===== src/rtl/multicycle_ctrl.sv =====
// Multi-cycle control sequencer for the RV32 subset datapath: steps FETCH/DECODE/EXEC/MEM/WB,
// handshakes with shared memory and traps on illegal opcodes or memory timeouts.
module multicycle_ctrl #(
   parameter int BOOT_CYCLES = 1,
   parameter int TIMEOUT     = 255
) (
   input  logic       clk,
   input  logic       rst_n,
   input  logic [6:0] opcode,
   input  logic [2:0] funct3,
   input  logic       funct7b5,
   input  logic       mem_ready,
   output logic       ir_we,
   output logic       pc_we,
   output logic       INT,
   output logic       isbranch,
   output logic       isjump,
   output logic       MemRead,
   output logic       MemWrite,
   output logic       RegWrite,
   output logic       ALUSrc,
   output logic       Mem2Reg,
   output logic       link_sel,
   output logic [2:0] alu_op,
   output logic [2:0] state,
   output logic       illegal,
   output logic       mem_timeout
);

   typedef enum logic [2:0] {
      S_BOOT   = 3'd0,
      S_FETCH  = 3'd1,
      S_DECODE = 3'd2,
      S_EXEC   = 3'd3,
      S_MEM    = 3'd4,
      S_WB     = 3'd5,
      S_TRAP   = 3'd6,
      S_UNUSED = 3'd7
   } state_e;

   typedef enum logic [2:0] {
      C_R   = 3'd0,
      C_I   = 3'd1,
      C_LW  = 3'd2,
      C_SW  = 3'd3,
      C_BEQ = 3'd4,
      C_JAL = 3'd5
   } class_e;

   localparam logic [6:0] OP_R   = 7'b0110011;
   localparam logic [6:0] OP_I   = 7'b0010011;
   localparam logic [6:0] OP_LW  = 7'b0000011;
   localparam logic [6:0] OP_SW  = 7'b0100011;
   localparam logic [6:0] OP_BEQ = 7'b1100011;
   localparam logic [6:0] OP_JAL = 7'b1101111;

   localparam logic [2:0] ALU_AND = 3'b000;
   localparam logic [2:0] ALU_OR  = 3'b001;
   localparam logic [2:0] ALU_ADD = 3'b010;
   localparam logic [2:0] ALU_SUB = 3'b110;
   localparam logic [2:0] ALU_SLT = 3'b111;

   localparam int BW = (BOOT_CYCLES > 1) ? $clog2(BOOT_CYCLES) : 1;
   localparam logic [BW-1:0] BOOT_LAST = BW'(BOOT_CYCLES - 1);
   localparam int TW = (TIMEOUT > 0) ? $clog2(TIMEOUT + 1) : 1;
   localparam logic [TW-1:0] TO_LAST = (TIMEOUT > 0) ? TW'(TIMEOUT - 1) : '0;

   // Returns {legal, alu_op} for the shared R/I funct3 decode.
   function automatic logic [3:0] f3_alu(input logic [2:0] f3, input logic sub);
      case (f3)
         3'b000:  f3_alu = {1'b1, (sub ? ALU_SUB : ALU_ADD)};
         3'b111:  f3_alu = {1'b1, ALU_AND};
         3'b110:  f3_alu = {1'b1, ALU_OR};
         3'b010:  f3_alu = {1'b1, ALU_SLT};
         default: f3_alu = {1'b0, ALU_ADD};
      endcase
   endfunction

   state_e          state_q, state_d;
   logic [BW-1:0]   boot_q, boot_d;
   logic [TW-1:0]   cnt_q, cnt_d;
   logic            illegal_q, illegal_d;
   logic            mem_timeout_q, mem_timeout_d;
   class_e          class_q;
   logic [2:0]      alu_q;

   logic            dec_legal;
   class_e          dec_class;
   logic [2:0]      dec_alu;
   logic [3:0]      rr_res;
   logic [3:0]      ri_res;
   logic            tmo_hit;
   logic            src_sel;

   logic ir_we_c, pc_we_c, int_c, isbranch_c, isjump_c, mem_read_c, mem_write_c;
   logic reg_write_c, alu_src_c, mem2reg_c, link_sel_c;
   logic [2:0] alu_op_c;

   always_comb begin
      dec_legal = 1'b0;
      dec_class = C_R;
      dec_alu   = ALU_ADD;
      rr_res    = f3_alu(funct3, funct7b5);
      ri_res    = f3_alu(funct3, 1'b0);
      case (opcode)
         OP_R: begin
            dec_class = C_R;
            dec_legal = rr_res[3];
            dec_alu   = rr_res[2:0];
         end
         OP_I: begin
            dec_class = C_I;
            dec_legal = ri_res[3];
            dec_alu   = ri_res[2:0];
         end
         OP_LW: begin
            dec_class = C_LW;
            dec_legal = (funct3 == 3'b010);
         end
         OP_SW: begin
            dec_class = C_SW;
            dec_legal = (funct3 == 3'b010);
         end
         OP_BEQ: begin
            dec_class = C_BEQ;
            dec_alu   = ALU_SUB;
            dec_legal = (funct3 == 3'b000);
         end
         OP_JAL: begin
            dec_class = C_JAL;
            dec_legal = 1'b1;
         end
         default: ;
      endcase
   end

   // Class and ALU op are captured once in DECODE so EXEC..WB controls stay glitch-free.
   always_ff @(posedge clk) begin
      if (state_q == S_DECODE) begin
         class_q <= dec_class;
         alu_q   <= dec_alu;
      end
   end

   always_ff @(posedge clk or negedge rst_n) begin
      if (!rst_n) begin
         state_q       <= S_BOOT;
         boot_q        <= '0;
         cnt_q         <= '0;
         illegal_q     <= 1'b0;
         mem_timeout_q <= 1'b0;
      end else begin
         state_q       <= state_d;
         boot_q        <= boot_d;
         cnt_q         <= cnt_d;
         illegal_q     <= illegal_d;
         mem_timeout_q <= mem_timeout_d;
      end
   end

   assign tmo_hit = (TIMEOUT != 0) && (cnt_q == TO_LAST);
   assign src_sel = (class_q == C_I) || (class_q == C_LW) || (class_q == C_SW);

   always_comb begin
      state_d       = state_q;
      boot_d        = '0;
      cnt_d         = '0;
      illegal_d     = illegal_q;
      mem_timeout_d = mem_timeout_q;
      ir_we_c       = 1'b0;
      pc_we_c       = 1'b0;
      int_c         = 1'b0;
      isbranch_c    = 1'b0;
      isjump_c      = 1'b0;
      mem_read_c    = 1'b0;
      mem_write_c   = 1'b0;
      reg_write_c   = 1'b0;
      alu_src_c     = 1'b0;
      mem2reg_c     = 1'b0;
      link_sel_c    = 1'b0;
      alu_op_c      = 3'b000;
      if ((state_q == S_EXEC) || (state_q == S_MEM) || (state_q == S_WB)) begin
         alu_op_c  = alu_q;
         alu_src_c = src_sel;
      end
      case (state_q)
         S_BOOT: begin
            int_c   = 1'b1;
            pc_we_c = 1'b1;
            if (boot_q == BOOT_LAST) begin
               state_d = S_FETCH;
            end else begin
               boot_d = boot_q + BW'(1);
            end
         end
         S_FETCH: begin
            mem_read_c = 1'b1;
            if (mem_ready) begin
               ir_we_c = 1'b1;
               state_d = S_DECODE;
            end else if (tmo_hit) begin
               state_d       = S_TRAP;
               mem_timeout_d = 1'b1;
            end else begin
               cnt_d = cnt_q + TW'(1);
            end
         end
         S_DECODE: begin
            if (dec_legal) begin
               state_d = S_EXEC;
            end else begin
               state_d   = S_TRAP;
               illegal_d = 1'b1;
            end
         end
         S_EXEC: begin
            case (class_q)
               C_R, C_I, C_JAL: state_d = S_WB;
               C_LW, C_SW:      state_d = S_MEM;
               C_BEQ: begin
                  isbranch_c = 1'b1;
                  pc_we_c    = 1'b1;
                  state_d    = S_FETCH;
               end
               default:         state_d = S_FETCH;
            endcase
         end
         S_MEM: begin
            mem_read_c  = (class_q == C_LW);
            mem_write_c = (class_q != C_LW);
            if (mem_ready) begin
               if (class_q == C_LW) begin
                  state_d = S_WB;
               end else begin
                  pc_we_c = 1'b1;
                  state_d = S_FETCH;
               end
            end else if (tmo_hit) begin
               state_d       = S_TRAP;
               mem_timeout_d = 1'b1;
            end else begin
               cnt_d = cnt_q + TW'(1);
            end
         end
         S_WB: begin
            reg_write_c = 1'b1;
            pc_we_c     = 1'b1;
            mem2reg_c   = (class_q == C_LW);
            link_sel_c  = (class_q == C_JAL);
            isjump_c    = (class_q == C_JAL);
            state_d     = S_FETCH;
         end
         S_TRAP: begin
            int_c   = 1'b1;
            pc_we_c = 1'b1;
            state_d = S_FETCH;
         end
         default: state_d = S_FETCH;
      endcase
   end

   // Reset forces every strobe low at once, abandoning any memory access in flight.
   assign ir_we       = rst_n & ir_we_c;
   assign pc_we       = rst_n & pc_we_c;
   assign INT         = rst_n & int_c;
   assign isbranch    = rst_n & isbranch_c;
   assign isjump      = rst_n & isjump_c;
   assign MemRead     = rst_n & mem_read_c;
   assign MemWrite    = rst_n & mem_write_c;
   assign RegWrite    = rst_n & reg_write_c;
   assign ALUSrc      = rst_n & alu_src_c;
   assign Mem2Reg     = rst_n & mem2reg_c;
   assign link_sel    = rst_n & link_sel_c;
   assign alu_op      = rst_n ? alu_op_c : 3'b000;
   assign state       = state_q;
   assign illegal     = illegal_q;
   assign mem_timeout = mem_timeout_q;

endmodule


===== config.mk =====
export PLATFORM = sky130hd
export DESIGN_NAME = multicycle_ctrl
export DESIGN_NICKNAME = d
export VERILOG_FILES = /design/src/rtl/multicycle_ctrl.sv
export SDC_FILE = /design/constraint.sdc
export NUM_CORES = 1
export LEC_CHECK = 0
export BUFFER_PORTS_ARGS = -buffer_cell sky130_fd_sc_hd__buf_2
export CORE_MARGIN = 1
export CORE_UTILIZATION = 47
export CTS_CLUSTER_SIZE = 20
export DETAILED_ROUTE_END_ITERATION = 10
export PLACE_DENSITY_LB_ADDON = 0.2
export SLEW_MARGIN = 10
export SYNTH_ARGS = -nofsm -noshare
export SYNTH_HDL_FRONTEND = slang
export SYNTH_SLANG_ARGS = --single-unit
export TNS_END_PERCENT = 20

===== constraint.sdc =====
create_clock -name clk -period 1.2 [get_ports clk]
set_clock_uncertainty 0.05 [all_clocks]
set_input_delay 0.06 -clock clk [delete_from_list [all_inputs] [get_ports clk]]
set_output_delay 0.06 -clock clk [all_outputs]
set_load 0.01 [all_outputs]

== Word-level counts from Yosys, hierarchy flattened ==
Index checks and enable logic that the tools add are counted.

* Flip-flop bits (word level): 20
* Bits of input ports: 14
* Word-level logic and storage cells: 94
* Output and inout port bits: 19

* Muxes and demuxes: 35
* Bitwise operators: 12
* Equality and inequality tests: 23
* Reduce and logical (&&, ||, !) cells: 15
* Add/sub/neg operators: 2

{| class="wikitable"
|+ Operator list
! operator !! count
|-
| $pmux W4 S4 || 2
|-
| $pmux W3 S5 || 2
|-
| $mux W3 || 9
|-
| $mux W8 || 3
|-
| $eq A3 B3 Y1 const B || 7
|-
| $eq A3 B2 Y1 const B || 5
|-
| $eq A7 B6 Y1 const B || 2
|-
| $eq A7 B7 Y1 const B || 2
|-
| $mux W1 || 14
|-
| $and A1 B1 Y1 || 10
|-
| $logic_not A3 Y1 || 3
|-
| $pmux W3 S3 || 1
|-
| $add A8 B1 Y8 const B || 1
|-
| $eq A8 B8 Y1 const B || 1
|-
| $reduce_or A2 Y1 || 4
|-
| $eq A7 B2 Y1 const B || 1
|-
| $eq A7 B5 Y1 const B || 1
|-
| $eq A3 B1 Y1 const B || 2
|-
| $pmux W3 S2 || 1
|-
| $reduce_or A3 Y1 || 2
|-
| $pmux W1 S5 || 1
|-
| $logic_or A1 B1 Y1 || 4
|-
| $ne A3 B2 Y1 const B || 1
|-
| $pmux W1 S3 || 1
|-
| other kinds (6) || 7
|}

== Logic depth before layout (Yosys ltp) ==
* Depth in word-level cells: 5
* Depth in mapped cells: 6
* Gate-level depth less buffers: 6

== Least setup slack after synthesis ==
No wires, ideal clock.

* Path type: reg-to-output
* From: register state_q[1], in the netlist state[1]
* To: output port link_sel
* Arrival time: 1.432 ns
* Path slack: -0.342 ns
* Cell stages (with the launch flop): 5
* Required time: 1.090 ns
* Cell sequence: dfrtp_1 -> buf_2 -> nand2b_1 -> nor4_1 -> buf_4

* Word-level cells in the longest chain between the ends: 3

{| class="wikitable"
|+ RTL lines
! item !! RTL line !! source
|-
| from (decl) || 79 || <nowiki>state_e state_q, state_d;</nowiki>
|-
| from (signal assigned) || 153 || <nowiki>state_q <= state_d;</nowiki>
|-
| $eq A3 B3 Y1 || n/a ||
|-
| $mux W1 || n/a ||
|-
| $and A1 B1 Y1 || n/a ||
|-
| to (decl) || 23 || <nowiki>output logic link_sel,</nowiki>
|}

No other way between the ends.

== Final worst setup path ==
* From: register state_q[1], in the netlist state[1]
* To: output port ALUSrc

* Word-level cells in the longest chain between the ends: 5

{| class="wikitable"
|+ RTL lines
! item !! RTL line !! source
|-
| $eq A3 B2 Y1 or $eq A3 B3 Y1 (tied branches) || 182 || <nowiki>if ((state_q == S_EXEC) || (state_q == S_MEM) || (state_q == S_WB)) begin</nowiki>
|-
| $logic_or A1 B1 Y1 || 182 ||
|-
| $logic_or A1 B1 Y1 (*) || 182 ||
|-
| $mux W1 (*) || 182 ||
|-
| $and A1 B1 Y1 (*) || 271 || <nowiki>assign ALUSrc = rst_n & alu_src_c;</nowiki>
|-
| to (decl) || 21 || <nowiki>output logic ALUSrc,</nowiki>
|}

Every way passes the cells marked *; elsewhere a longest branch is shown, timed or not.

==> results.yml <==
global_routing:
  grt_max_degree: 14
  grt_pass1_vias: 1206
  grt_pass1_wl_um: 5210
  gr-total-overflow: 0
  antenna_found_initial: 0
  gr-usage-all-layers: 0.267
clocking:
  tritoncts: "yes"
  clock_path_buffers: 2
  root_buffer: "clkbuf_4"
  clk_pin_slew_ns: 0.11
  clock_latency_ns: 0.30
  htreeDepth: 1
  cts_buffers: 3
  cts_sinks: 19
timing:
  final.setup.worst_slack_ns: -0.513
  hold_violations: 0
  tightest_slew_ns: 0.602
  setup_viol: 34
  fin_crit_sh: 1.43
  slew-limit-headroom: 0.598
  fin_hold_ws_ns: 0.00524
  maxSlewViolCount: 0
  rsz0062_at_grt: "true"
  fin_crit_ns: 1.71
  fmax_mhz: 584
place:
  dp_hpwl_um: 2490
  dp.cells: 223
  place_congestion: 0.849
  placed_area_mm2: 0.00172
  port-buffer-count: 32
  dpl_worst_slack_ns: -0.232
yosys:
  syn_area_per_cell_um2: 9.27
  synthMuxAreaShare: 0
  synthArstFlopShare: 0.684
  yosys.area.top_type: "dfrtp_1"
  yosysUniqueCellTypes: 44
  syn_inst: 135
  yosysSeqAreaShare: 0.404
  synth_common_cells: "16 x nor2_1, 13 x dfrtp_1, 9 x inv_1"
  synthTopCellsByArea: "dfrtp_1 26%, edfxtp_1 14%, nor2_1 4.8%, a21oi_1 3.2%, nand2b_1 3.0%"
  yosysMostFrequentCell: "nor2_1"
  synth_top_family_by_area: "simple AND/OR/NAND/NOR gates"
  yosys_warnings: 0
  synth_edf_count: 6
  synth_top_area_share: 0.260
  syn_nets: 151
  synth_fa_ha_area_frac: 0.0200
  synth_compound_area_frac: 0.162
  synth-simple-area-share: 0.310
  synthXorXnorAreaFrac: 0.0490
  synth_area_mm2: 0.00125
  synthFlopType: "dfrtp_1"
  ys_ff_latch: 19
power:
  cellPowerDensity_mw_per_mm2: 1580
  power.leakage_uw: 0.000914
  peakVddDrop_mv: 1.12
hold_path:
  hold_start: "funct3[0]"
  hold_path_depth: 2
  hold_end: "alu_q[0]"
  min_path_type: "primary input to flip-flop"
setup_path:
  r2r_setup_slack_ns: -0.27
  startpoint: "state[1]"
  critPathMaxFanout: 5
  crit_type: "flip-flop to output pin"
  arrival_ns: 1.60
  crit_path_start_kind: "flip-flop"
  timing.rr.end: "state[2]"
  r2r-start: "state[0]"
  slowest_delay_ns: 0.48
  cp_slowest_cell: "dfrtp_1"
  cp-end-kind: "output pin"
  worstRegToRegCells: 6
  required_ns: 1.09
  crit_chain: "buf_4 -> nand3b_4 -> a21boi_4 -> nor3b_4 -> buf_2"
route:
  drcViolationCount: 0
  vias: 1343
  drt-wirelength-per-cell_um: 15.0
  wl_um: 3580
  drt_pass1_iterations: 4
  initialDrtViolationCount: 41
  vias_per_cell: 5.64
  ant_nets: 0
layout:
  drive_above_1_share: 0.510
  syn2layout_area_growth_pct: 57.5
  fin_area_mm2: 0.00197
  finalNetCount: 225
  diodes: 0
  fin_util: 0.788
  instances_no_fill: 238
floorplanning:
  core-area_mm2: 0.00250
  die_w_um: 53.6
  dieArea_mm2: 0.00287
  start_util: 0.501
  io_pins: 33
  dieHeight_um: 53.6
  row_count: 18
outcome:
  violations: "negative setup slack"
  status: "complete, but fails checks"
flow_run:
  drv_cap: 0
[state kept, by name (all words and copies together), names as in the netlist]
signal / count
class_q: 3
illegal: 1
cnt_q: 8
mem_timeout: 1
alu_q: 3
state: 3
[power breakdown]
group	internal (uW)	total, uW	switching, uW
logic	984	1900	915
clock network	124	323	199
registers	775	895	120
[cell usage in the layout, fill, tap and decap left out, types with 3 or more instances in the layout]
cell / n
a21oi_1: 8
and2_1: 5
buf_2: 31
buf_4: 29
buf_6: 12
clkbuf_4: 3
dfrtp_1: 11
edfxtp_1: 6
inv_1: 8
nand2_1: 4
nand2b_1: 3
nand2b_4: 5
nand3_1: 4
nand4_1: 4
nor2_1: 13
nor3_1: 4
o21ai_0: 3
xnor2_1: 3
xor2_1: 4
[final cells by class]
type                    instances  area, um2
clock inverters                 1       5.00
inverters                       9       38.8
well taps                      30       37.5
clock buffers                   3       22.5
repair buffers                 73        518
multi-input cells             103        841
fillers                       141        529
flip-flops and latches         19        508
[worst max path at each step]
| stage | end | cells past startpoint |
|---|---|---|
| 2_1_floorplan | state[2] | 5 |
| 3_3_place_gp | cnt_q[6] | 4 |
| 3_5_place_dp | state[0] | 6 |
| 4_1_cts | pc_we | 5 |
| 5_1_grt | pc_we | 6 |
| 6_report | ALUSrc | 5 |
[worst max-delay path, delay by kind of cell, from the launching register on]
kind / cells / cell delay, ns
AOI/OAI and AO/OA: 1 / 0.18
buffers and inverters: 2 / 0.33
and+or+nand+nor: 2 / 0.31
DFF: 1 / 0.48
[per-stage QoR]
step / TNS, ns / power (uW)
final: -8.34 / 3120
after global placement: -3.10 / 2250
after CTS: -6.55 / 2890
after detailed placement: -3.65 / 2300
after global routing: -10.82 / 3290
after floorplan: -1.54 / 1750
[routing by layer]
metal	vias to the layer above	track usage	wire, um
li1	632	-	-
met1	648	0.300	1470
met2	55	0.479	1850
met3	8	0.0367	170
met4	0	0.149	83
met5	-	0	0
[timing repair]
item / CTS / global route
setup endpoints to repair: 33 / 35
resized for setup: 22 / 9
pin swaps: 9 / 9
hold buffers: 1 / 0
hold endpoints to repair: 13 / 0
setup buffers: 5 / 5
[logic make-up (layout without fill, tap and decap cells)]
group	Yosys count	after routing
xor gates and xnor gates	7	7
AOI/OAI and AO/OA	29	29
adders and majority gates	2	2
and+or+nand+nor	65	65
buffers and inverters	13	86
DFF	19	19
Power figures use the tool's default switching activity.
